<file path="src/rtl/sprite_mem_arbiter.sv">
// sprite_mem_arbiter
// Round-robin sharing of one synchronous-read sprite SRAM between the P1
// sprite, P2 sprite and ball fetchers. A grant in cycle T produces a one-hot
// response strobe in cycle T+3, tagged with the originating requester.
module sprite_mem_arbiter #(
  parameter int                    ADDR_WIDTH  = 17,
  parameter int                    DATA_WIDTH  = 12,
  parameter logic [DATA_WIDTH-1:0] TRANS_COLOR = 12'h0F0,
  parameter int                    P2_BASE     = 4096,
  parameter int                    BALL_BASE   = 8192
) (
  input  logic                    clk,
  input  logic                    reset,
  input  logic                    flush,
  input  logic [2:0]              req,
  input  logic [3*ADDR_WIDTH-1:0] req_addr,
  output logic [2:0]              gnt,
  output logic                    sram_en,
  output logic [ADDR_WIDTH-1:0]   sram_addr,
  input  logic [DATA_WIDTH-1:0]   sram_data,
  output logic [2:0]              rsp_valid,
  output logic [DATA_WIDTH-1:0]   rsp_data,
  output logic                    rsp_opaque,
  output logic [7:0]              busy_cnt
);

  // Round-robin pointer: the requester scanned first this cycle.
  typedef enum logic [1:0] {
    PTR_P1   = 2'd0,
    PTR_P2   = 2'd1,
    PTR_BALL = 2'd2
  } ptr_e;

  // Successor in the fixed P1 -> P2 -> ball -> P1 ring.
  function automatic ptr_e next_ptr(input ptr_e p);
    case (p)
      PTR_P1:   next_ptr = PTR_P2;
      PTR_P2:   next_ptr = PTR_BALL;
      PTR_BALL: next_ptr = PTR_P1;
      default:  next_ptr = PTR_P1;
    endcase
  endfunction

  // Requester id to one-hot strobe; the unused code maps to no strobe.
  function automatic logic [2:0] id_onehot(input logic [1:0] id);
    case (id)
      2'd0:    id_onehot = 3'b001;
      2'd1:    id_onehot = 3'b010;
      2'd2:    id_onehot = 3'b100;
      default: id_onehot = 3'b000;
    endcase
  endfunction

  // Word offset of each requester's image inside the shared SRAM.
  function automatic logic [ADDR_WIDTH-1:0] base_of(input logic [1:0] id);
    case (id)
      2'd0:    base_of = {ADDR_WIDTH{1'b0}};
      2'd1:    base_of = ADDR_WIDTH'(P2_BASE);
      2'd2:    base_of = ADDR_WIDTH'(BALL_BASE);
      default: base_of = {ADDR_WIDTH{1'b0}};
    endcase
  endfunction

  ptr_e                  ptr_r;
  ptr_e                  ptr_nxt_s;
  ptr_e                  cand0_s;
  ptr_e                  cand1_s;
  ptr_e                  cand2_s;
  ptr_e                  win_id_s;
  logic                  win_s;
  logic [3:0]            req_ext_s;
  logic [ADDR_WIDTH-1:0] sel_addr_s;
  logic [ADDR_WIDTH-1:0] phys_addr_s;
  logic                  tag0_valid_r;
  logic [1:0]            tag0_id_r;
  logic                  tag1_valid_r;
  logic [1:0]            tag1_id_r;

  // Arbitration: first requesting bit in ring order from the pointer wins;
  // reset and flush block any acceptance so a pending req stays pending.
  always_comb begin
    req_ext_s = {1'b0, req};
    cand0_s   = ptr_r;
    cand1_s   = next_ptr(ptr_r);
    cand2_s   = next_ptr(cand1_s);
    win_s     = 1'b0;
    win_id_s  = PTR_P1;
    if (reset || flush) begin
      win_s = 1'b0;
    end else if (req_ext_s[cand0_s]) begin
      win_s    = 1'b1;
      win_id_s = cand0_s;
    end else if (req_ext_s[cand1_s]) begin
      win_s    = 1'b1;
      win_id_s = cand1_s;
    end else if (req_ext_s[cand2_s]) begin
      win_s    = 1'b1;
      win_id_s = cand2_s;
    end else begin
      win_s = 1'b0;
    end
  end

  assign gnt = win_s ? id_onehot(win_id_s) : 3'b000;

  // Pointer next state: restart at P1 on flush, else step past the winner.
  always_comb begin
    ptr_nxt_s = ptr_r;
    if (flush) begin
      ptr_nxt_s = PTR_P1;
    end else if (win_s) begin
      ptr_nxt_s = next_ptr(win_id_s);
    end else begin
      ptr_nxt_s = ptr_r;
    end
  end

  // Winner's local address plus its image base, truncated to the SRAM width.
  always_comb begin
    sel_addr_s = req_addr[0 +: ADDR_WIDTH];
    case (win_id_s)
      PTR_P1:   sel_addr_s = req_addr[0 +: ADDR_WIDTH];
      PTR_P2:   sel_addr_s = req_addr[ADDR_WIDTH +: ADDR_WIDTH];
      PTR_BALL: sel_addr_s = req_addr[2*ADDR_WIDTH +: ADDR_WIDTH];
      default:  sel_addr_s = req_addr[0 +: ADDR_WIDTH];
    endcase
    phys_addr_s = sel_addr_s + base_of(win_id_s);
  end

  // Round-robin pointer register.
  always_ff @(posedge clk or posedge reset) begin
    if (reset) begin
      ptr_r <= PTR_P1;
    end else begin
      ptr_r <= ptr_nxt_s;
    end
  end

  // Stage 0: launch the SRAM read and remember who asked for it.
  always_ff @(posedge clk or posedge reset) begin
    if (reset) begin
      sram_en      <= 1'b0;
      sram_addr    <= {ADDR_WIDTH{1'b0}};
      tag0_valid_r <= 1'b0;
      tag0_id_r    <= 2'd0;
    end else if (flush) begin
      sram_en      <= 1'b0;
      tag0_valid_r <= 1'b0;
    end else begin
      sram_en      <= win_s;
      tag0_valid_r <= win_s;
      tag0_id_r    <= win_id_s;
      if (win_s) begin
        sram_addr <= phys_addr_s;
      end
    end
  end

  // Stage 1: tag follows the read while the SRAM registers its data.
  always_ff @(posedge clk or posedge reset) begin
    if (reset) begin
      tag1_valid_r <= 1'b0;
      tag1_id_r    <= 2'd0;
    end else if (flush) begin
      tag1_valid_r <= 1'b0;
    end else begin
      tag1_valid_r <= tag0_valid_r;
      tag1_id_r    <= tag0_id_r;
    end
  end

  // Stage 2: return the pixel to its requester; data holds between responses.
  always_ff @(posedge clk or posedge reset) begin
    if (reset) begin
      rsp_valid  <= 3'b000;
      rsp_data   <= {DATA_WIDTH{1'b0}};
      rsp_opaque <= 1'b0;
    end else if (flush) begin
      rsp_valid <= 3'b000;
    end else if (tag1_valid_r) begin
      rsp_valid  <= id_onehot(tag1_id_r);
      rsp_data   <= sram_data;
      rsp_opaque <= (sram_data != TRANS_COLOR);
    end else begin
      rsp_valid <= 3'b000;
    end
  end

  // Grants since the last flush, saturating at the counter maximum.
  always_ff @(posedge clk or posedge reset) begin
    if (reset) begin
      busy_cnt <= 8'd0;
    end else if (flush) begin
      busy_cnt <= 8'd0;
    end else if (win_s && (busy_cnt != 8'd255)) begin
      busy_cnt <= busy_cnt + 8'd1;
    end
  end

endmodule

</file>
<file path="config.mk">
export PLATFORM = sky130hd
export DESIGN_NAME = sprite_mem_arbiter
export DESIGN_NICKNAME = d
export VERILOG_FILES = /design/src/rtl/sprite_mem_arbiter.sv
export SDC_FILE = /design/constraint.sdc
export NUM_CORES = 1
export LEC_CHECK = 0
export CAP_MARGIN = 5
export CORE_MARGIN = 8
export CORE_UTILIZATION = 38
export CTS_CLUSTER_SIZE = 8
export DETAILED_ROUTE_END_ITERATION = 8
export PLACE_DENSITY_LB_ADDON = 0.15
export SLEW_MARGIN = 5
export SYNTH_ARGS = -nofsm -noshare
export SYNTH_HDL_FRONTEND = slang
export SYNTH_SLANG_ARGS = --single-unit
</file>
<file path="constraint.sdc">
create_clock -name clk -period 3.3 [get_ports clk]
set_input_delay 0.66 -clock clk [delete_from_list [all_inputs] [get_ports clk]]
set_output_delay 0.66 -clock clk [all_outputs]
set_load 0.02 [all_outputs]
</file>
==> results of run 1 <==
## flip-flops by register name, summed over array words and instances (netlist names)
signal        flops
tag1_id_r         2
rsp_data         12
tag0_valid_r      1
sram_addr        17
cand0_s           2
tag0_id_r         2
rsp_opaque        1
tag1_valid_r      1
rsp_valid         3
busy_cnt          8
## through the flow
| step | setup slack (ns) | setup TNS (ns) | hold slack [ns] | instances |
|---|---|---|---|---|
| floorplan | 0.00127 | 0 | 0.440 | 249 |
| global placement | -0.152 | -0.322 | 0.461 | 442 |
| detailed placement | -0.229 | -0.485 | 0.466 | 442 |
| CTS | 0.0579 | 0 | 0.484 | 450 |
| global route | -0.00623 | -0.00623 | 0.512 | 450 |
| finish | 0.113 | 0 | 0.481 | 450 |
## worst reg2reg max path, cell delays in order (launching register included)
cell and delay [ns]:
dfrtp_1 0.41, inv_1 0.07, a21oi_1 0.14, o211a_1 0.18, inv_1 0.11, ha_4 0.31, nor2_1 0.04, a21oi_1 0.12
ha_1 0.19, inv_1 0.06, fa_1 0.37, a211o_1 0.24, or3_1 0.30, a31oi_1 0.16
## report_power, final
part           switching, mW  internal, mW  leakage (nW)
clock network          0.213         0.154        0.0423
registers             0.0415         0.680         0.626
logic                  0.239         0.278         0.995
total                  0.494          1.11          1.66
## metal layers
layer	part of all wire, %	up-vias	global-route usage, %
met5	0	-	0
met4	0.78	0	2.96
met3	11	4	7.33
met2	46	88	22.7
met1	43	1064	17.7
li1	-	1141	-
## area by class of cell
class / instances / area (um2) / area share, %
sequential: 49 / 1230 / 31.2
inverter: 10 / 40.0 / 1.02
multi-input combinational: 175 / 1200 / 30.5
tap: 77 / 96.3 / 2.45
clock buffer: 5 / 68.8 / 1.75
timing repair buffer: 131 / 1270 / 32.4
clock inverter: 3 / 26.3 / 0.669
## worst max path at each step
stage                     startpoint                        end  slack, ns  depth (start not counted)
after floorplan               req[2]  sram_addr[16]$_DFFE_PP0P_      0.001                         15
after global placement         flush  sram_addr[16]$_DFFE_PP0P_      -0.15                         13
after detailed placement       flush  sram_addr[16]$_DFFE_PP0P_      -0.23                         13
after CTS                     req[1]                     gnt[1]       0.06                          8
after global routing          req[2]  sram_addr[16]$_DFFE_PP0P_     -0.006                         13
final                         req[0]                     gnt[0]       0.11                          7
## cells in the final DEF, fill, tap and decap left out, types with 5 or more instances in the layout
cell type / n
clkdlybuf4s50_1: 111
dfrtp_1: 49
nand2_1: 38
o21ai_0: 30
buf_4: 17
a22oi_1: 15
mux2_2: 14
a21oi_1: 9
inv_1: 7
nor2_1: 7
nand3_1: 5
ha_1: 5
clkbuf_8: 5
## logic make-up after synthesis
group	share of synthesized area (%)
buffers and inverters	5.20
and+or+nand+nor	14.0
adders and majority gates	4.30
muxes	6.70
AOI/OAI and AO/OA	20.4
DFF	49.0
xor gates and xnor gates	0.350
## repair_timing
action / 4_1_cts / 5_1_grt
endpoints found under the setup margin: 1 / 2
resized for setup: 1 / 11
hold endpoints to repair: 0 / 0
pin swaps: 0 / 1
==> impl_metrics.py, run 1 <==
metrics = {
    "synth": {
        "postSynthNetCount": 326,
        "asyncSetResetFlopFracSynth_pct": 100,
        "synth.area.top_cells": "dfrtp_1 (49%), mux2_2 (6.3%), o21ai_0 (6.2%)",
        "post-synth-top-count-cell": "dfrtp_1",
        "synth_largest_type_area_fraction_pct": 49.0,
        "synth_top_cells_by_count": "dfrtp_1 (49), nand2_1 (38), o21ai_0 (31)",
        "avgSynthCellArea_um2": 10.1,
        "ys.warnings.count": 0,
        "synth_top_flop_cell": "dfrtp_1",
        "synth-edff-count": 0,
        "synthesis.instances": 249,
        "ys_ff_latch": 49,
        "dominant_cell_type_by_area_after_synthesis": "dfrtp_1",
        "synth_seq_area_share_pct": 49.0,
        "yosys.cell_types.count": 45,
        "netlist_area_um2": 2500,
    },
    "final_layout": {
        "share_of_the_core_filled_with_cells_in_the_final_layout_pct": 61.9,
        "nets": 449,
        "num_antenna_cells": 0,
        "drive_gt1_share_pct": 14.2,
        "layout.filler_cells": 561,
        "layout-area-overhead-vs-synth_pct": 56.9,
        "fin_area_um2": 3930,
    },
    "clocking": {
        "cts-root-to-sink-buffers": 2,
        "postCtsSetupRepairBufs": 0,
        "cts-buffers-inserted": 5,
        "cts.hold.buffers_added": 0,
        "cts_max_level": 2,
        "cts.root.buffer_cell": "clkbuf_8",
        "cts_num_sinks": 49,
        "cts_tree": "built",
        "clkSlewWorstSetupHoldPaths_ns": 0.09,
        "clock_insertion_delay_worst_skew_ns": 0.30,
    },
    "route": {
        "routed_wl_mm": 6.82,
        "routedWlPerCell_um": 15.1,
        "antenna_violating_nets_post_route": 0,
        "initialDrtViolationCount": 41,
        "vias": 2297,
        "detail_route.vias_per_cell": 5.10,
        "dr.pass1.iters": 4,
        "drc": 0,
    },
    "floorplanning": {
        "ios": 114,
        "die_area_um2": 9440,
        "die_width_um": 97.2,
        "die_y_um": 97.2,
        "fp-row-count": 29,
        "start_util_pct": 39.4,
        "placeableCoreArea_um2": 6350,
    },
    "power_and_ir_drop": {
        "power.static_leakage_nw": 1.66,
        "power.total_mw": 1.61,
        "powerDensity_nw_per_um2": 409,
        "ir_drop_uv": 313,
    },
    "worst_setup_path": {
        "timing.rr.end": "sram_addr[16]$_DFFE_PP0P_",
        "sequence_of_cells_on_the_critical_path": "clkdlybuf4s50_1, a21oi_1, o211a_1, inv_1, ha_4, and2_4, clkdlybuf4s50_1",
        "worst_r2r_path_depth": 13,
        "setup.worst_path.end_class": "primary output",
        "worst_path_largest_cell_delay_ns": 0.61,
        "critPathLaunchType": "primary input",
        "worstSetupPathType": "primary input to primary output",
        "crit_family": "buffers and inverters",
        "critical_path_peak_fanout": 4,
        "worstPathBufferInverterCount": 3,
        "required_worst_endpoint_ns": 2.64,
        "crit_slowest_cell": "clkdlybuf4s50_1",
        "r2r_start": "cand0_s[0]$_DFFE_PP0P_",
        "arrival_ns": 2.53,
        "reg2reg_slack_ns": 0.53,
        "critical-path-top-cell-by-count": "clkdlybuf4s50_1",
    },
    "sta": {
        "fin_crit_ns": 3.19,
        "max_slew_margin_pct": 72.1,
        "final_count_of_pins_violating_max_slew": 0,
        "timing.fmax_mhz": 314,
        "worst_pin_slew_ns": 0.417,
        "finalSetupViolCount": 0,
        "timing.clock.skew_ns": 0.00392,
        "final-hold-violation-count": 0,
        "final.period_utilization_pct": 96.6,
    },
    "worst_hold_path": {
        "hold_start": "sram_addr[4]$_DFFE_PP0P_",
        "hold_path_depth": 2,
        "hold-path-endpoint": "sram_addr[4]$_DFFE_PP0P_",
        "timing.hold.worst.class": "flop to flop",
    },
    "global_route": {
        "global_route.usage.total_pct": 14.6,
        "via_count_of_the_first_global_routing_pass": 2393,
        "gr-total-overflow": 0,
        "grt_start_max_net_pins": 48,
        "antenna_violations_before_repair": 0,
        "wire_length_of_the_first_global_routing_pass_mm": 11.7,
    },
    "place": {
        "gp_weighted_congestion": 0.779,
        "portBuffers": 113,
        "dp.final_hpwl_mm": 5.36,
        "dpl-instance-area_um2": 3790,
    },
    "run": {
        "drv_cap": 0,
    },
    "run_status": {
        "status": "complete, no violations",
    },
}
Note: power is estimated with default switching activity, not from simulation.
==> run 2, diff against run 1 <==
--- a/config.mk
+++ b/config.mk
@@ -7,7 +7,7 @@
 export LEC_CHECK = 0
 export CAP_MARGIN = 5
 export CORE_MARGIN = 8
-export CORE_UTILIZATION = 38
+export CORE_UTILIZATION = 40
 export CTS_CLUSTER_SIZE = 8
 export DETAILED_ROUTE_END_ITERATION = 8
 export PLACE_DENSITY_LB_ADDON = 0.15
==> constraint.sdc (replaced) <==
create_clock -name clk -period 3.8 [get_ports clk]
set_input_delay 0.76 -clock clk [delete_from_list [all_inputs] [get_ports clk]]
set_output_delay 0.76 -clock clk [all_outputs]
set_load 0.02 [all_outputs]
==> run 2 against run 1 <==
Net effect: non-clock buffer count is 10 lower; global-route usage is 1.0 points higher; cell count is 2.7% lower; critical path depth stayed put; largest power group unchanged; final area is 3.7% lower; sequential share of layout area is 1.2 points higher; worst setup slack better by 0.18 ns; worst hold slack better by 0.0032 ns; sequential power is 13% lower; routed wire length is 0.28% lower.
==> impl_metrics.py, run 2 (synthesis gave the netlist of run 1 again) <==
metrics = {
    "global_route": {
        "gr-total-overflow": 0,
        "wire_length_of_the_first_global_routing_pass_mm": 11.3,
        "global_route.usage.total_pct": 15.6,
        "antenna_violations_before_repair": 0,
        "via_count_of_the_first_global_routing_pass": 2409,
        "grt_start_max_net_pins": 50,
    },
    "final_layout": {
        "drive_gt1_share_pct": 9.70,
        "max_ffs_per_register": 17,
        "nets": 439,
        "layout.cells.most_common_list": "clkdlybuf4s50_1 (113), dfrtp_1 (49), nand2_1 (38)",
        "largest_register": "sram_addr",
        "layout-area-overhead-vs-synth_pct": 51.1,
        "num_antenna_cells": 0,
        "layout.filler_cells": 573,
        "largest_registers": "sram_addr: 17 flops, rsp_data: 12 flops, busy_cnt: 8 flops",
        "multi_input_comb_area_um2": 1160,
        "mostFrequentLayoutCell": "clkdlybuf4s50_1",
        "share_of_the_core_filled_with_cells_in_the_final_layout_pct": 61.0,
        "final-seq-area_um2": 1230,
    },
    "worst_setup_path": {
        "worstSetupPathType": "primary input to primary output",
        "worst_path_largest_cell_delay_ns": 0.55,
        "arrival_ns": 2.75,
        "sequence_of_cells_on_the_critical_path": "clkdlybuf4s50_1, a21boi_0, nand3_1, ha_1, inv_1, nor2_1, clkdlybuf4s50_1",
        "crit_family": "buffers and inverters",
        "critical-path-top-cell-by-count": "clkdlybuf4s50_1",
        "crit_slowest_cell": "clkdlybuf4s50_1",
        "setup.worst_path.end_class": "primary output",
        "worst_r2r_path_depth": 12,
        "reg2reg_slack_ns": 0.89,
        "timing.rr.end": "sram_addr[16]$_DFFE_PP0P_",
        "r2r_start": "cand0_s[0]$_DFFE_PP0P_",
        "required_worst_endpoint_ns": 3.04,
        "critPathLaunchType": "primary input",
        "critical_path_peak_fanout": 4,
        "worstPathBufferInverterCount": 3,
    },
    "floorplanning": {
        "placeableCoreArea_um2": 6200,
        "start_util_pct": 40.4,
        "ios": 114,
        "die_area_um2": 9050,
        "die_width_um": 95.1,
        "die_y_um": 95.1,
        "fp-row-count": 29,
    },
    "power_and_ir_drop": {
        "pint_mw": 0.948,
        "netSwitchingPower_mw": 0.403,
        "p_sw_share_pct": 29.8,
        "sequentialPowerShare_pct": 46.5,
        "ir_drop_uv": 199,
        "powerDensity_nw_per_um2": 357,
        "power.static_leakage_nw": 1.59,
        "part_of_the_power_in_combinational_logic_pct": 32.5,
        "clock_power_share_pct": 21.0,
    },
    "sta": {
        "max_slew_margin_pct": 31.8,
        "worst_pin_slew_ns": 1.02,
        "final_count_of_pins_violating_max_slew": 0,
        "grt_setup_unrepaired": "no",
        "final.period_utilization_pct": 92.4,
        "timing.hold.ws_ns": 0.485,
        "fin_setup_tns_ns": 0,
        "final-hold-violation-count": 0,
        "timing.fmax_mhz": 285,
        "finalSetupViolCount": 0,
        "fin_crit_ns": 3.51,
        "timing.clock.skew_ns": 0.00390,
    },
    "route": {
        "routedWlPerCell_um": 15.5,
        "dr.pass1.iters": 4,
        "detail_route.vias_per_cell": 5.18,
        "drc": 0,
        "antenna_violating_nets_post_route": 0,
        "initialDrtViolationCount": 52,
        "vias": 2268,
        "routed_wl_mm": 6.80,
    },
    "place": {
        "gp_weighted_congestion": 0.804,
        "portBuffers": 113,
        "dp.final_hpwl_mm": 5.30,
    },
    "clocking": {
        "cts.root.buffer_cell": "clkbuf_8",
        "clock_insertion_delay_worst_skew_ns": 0.29,
        "postCtsSetupRepairBufs": 0,
        "clkSlewWorstSetupHoldPaths_ns": 0.08,
        "cts_max_level": 2,
        "post_cts.resized_instances": 0,
        "cts-buffers-inserted": 5,
        "cts_tree": "built",
        "cts_num_sinks": 49,
        "cts-root-to-sink-buffers": 2,
        "cts.hold.buffers_added": 0,
    },
    "run": {
        "drv_cap": 0,
    },
    "worst_hold_path": {
        "hold_path_depth": 1,
        "hold_start": "tag1_id_r[0]$_DFFE_PP0N_",
        "hold-path-endpoint": "rsp_valid[0]$_DFF_PP0_",
        "timing.hold.worst.class": "flop to flop",
    },
    "run_status": {
        "status": "complete, no violations",
    },
}
-- run 2: changes by cell type in the layout (fill, tap and decap cells not counted), sizes merged --
| cell | previous run | this run |
|---|---|---|
| clkinvlp | 2 | 0 |
| inv | 11 | 10 |
| clkdlybuf4s15 | 1 | 0 |
| buf | 18 | 8 |
| clkdlybuf4s50 | 111 | 113 |
| clkinv | 0 | 1 |
| dlymetal6s2s | 1 | 0 |
-- run 2: how the worst max path moves through the flow --
| stage | start | end | slack (ns) | depth (start not counted) |
|---|---|---|---|---|
| global placement | req[1] | sram_addr[16]$_DFFE_PP0P_ | 0.16 | 12 |
| global route | req[1] | sram_addr[16]$_DFFE_PP0P_ | 0.07 | 13 |
| finish | req[1] | gnt[2] | 0.29 | 7 |
| detailed placement | req[1] | sram_addr[16]$_DFFE_PP0P_ | 0.02 | 12 |
| floorplan | req[2] | sram_addr[16]$_DFFE_PP0P_ | 0.19 | 15 |
| CTS | req[1] | gnt[2] | 0.26 | 7 |
-- run 2: through the flow --
stage / cells / setup slack [ns] / power, mW / cell area (um2)
after floorplan: 249 / 0.188 / 0.837 / 2500
after global placement: 432 / 0.164 / 1.08 / 3710
after detailed placement: 432 / 0.0246 / 1.09 / 3710
after CTS: 438 / 0.257 / 1.37 / 3780
after global routing: 438 / 0.0703 / 1.43 / 3780
final: 438 / 0.289 / 1.35 / 3780
-- run 2: power by group through the flow --
| stage | clock network (mW) | registers (mW) | logic [mW] |
|---|---|---|---|
| 2_1_floorplan | 0 | 0.719 | 0.119 |
| 3_3_place_gp | 0 | 0.636 | 0.441 |
| 3_5_place_dp | 0 | 0.640 | 0.446 |
| 4_1_cts | 0.295 | 0.630 | 0.447 |
| 5_1_grt | 0.317 | 0.639 | 0.475 |
| 6_report | 0.284 | 0.628 | 0.439 |
-- run 2: layout make-up --
| cell class | count | share of cell area, % |
|---|---|---|
| Clock buffer | 5 | 1.82 |
| Multi-Input combinational cell | 175 | 30.6 |
| Tap cell | 77 | 2.55 |
| Clock inverter | 1 | 0.132 |
| Timing Repair Buffer | 121 | 31.5 |
| Inverter | 10 | 1.06 |
| Sequential cell | 49 | 32.4 |
-- run 2: per-layer routing --
metal	part of all wire [%]	track usage, %	routed length [um]
met5	0	0	0
met1	41	18.3	2760
met2	46	25.1	3140
met3	12	6.61	803
met4	1.4	5.72	93
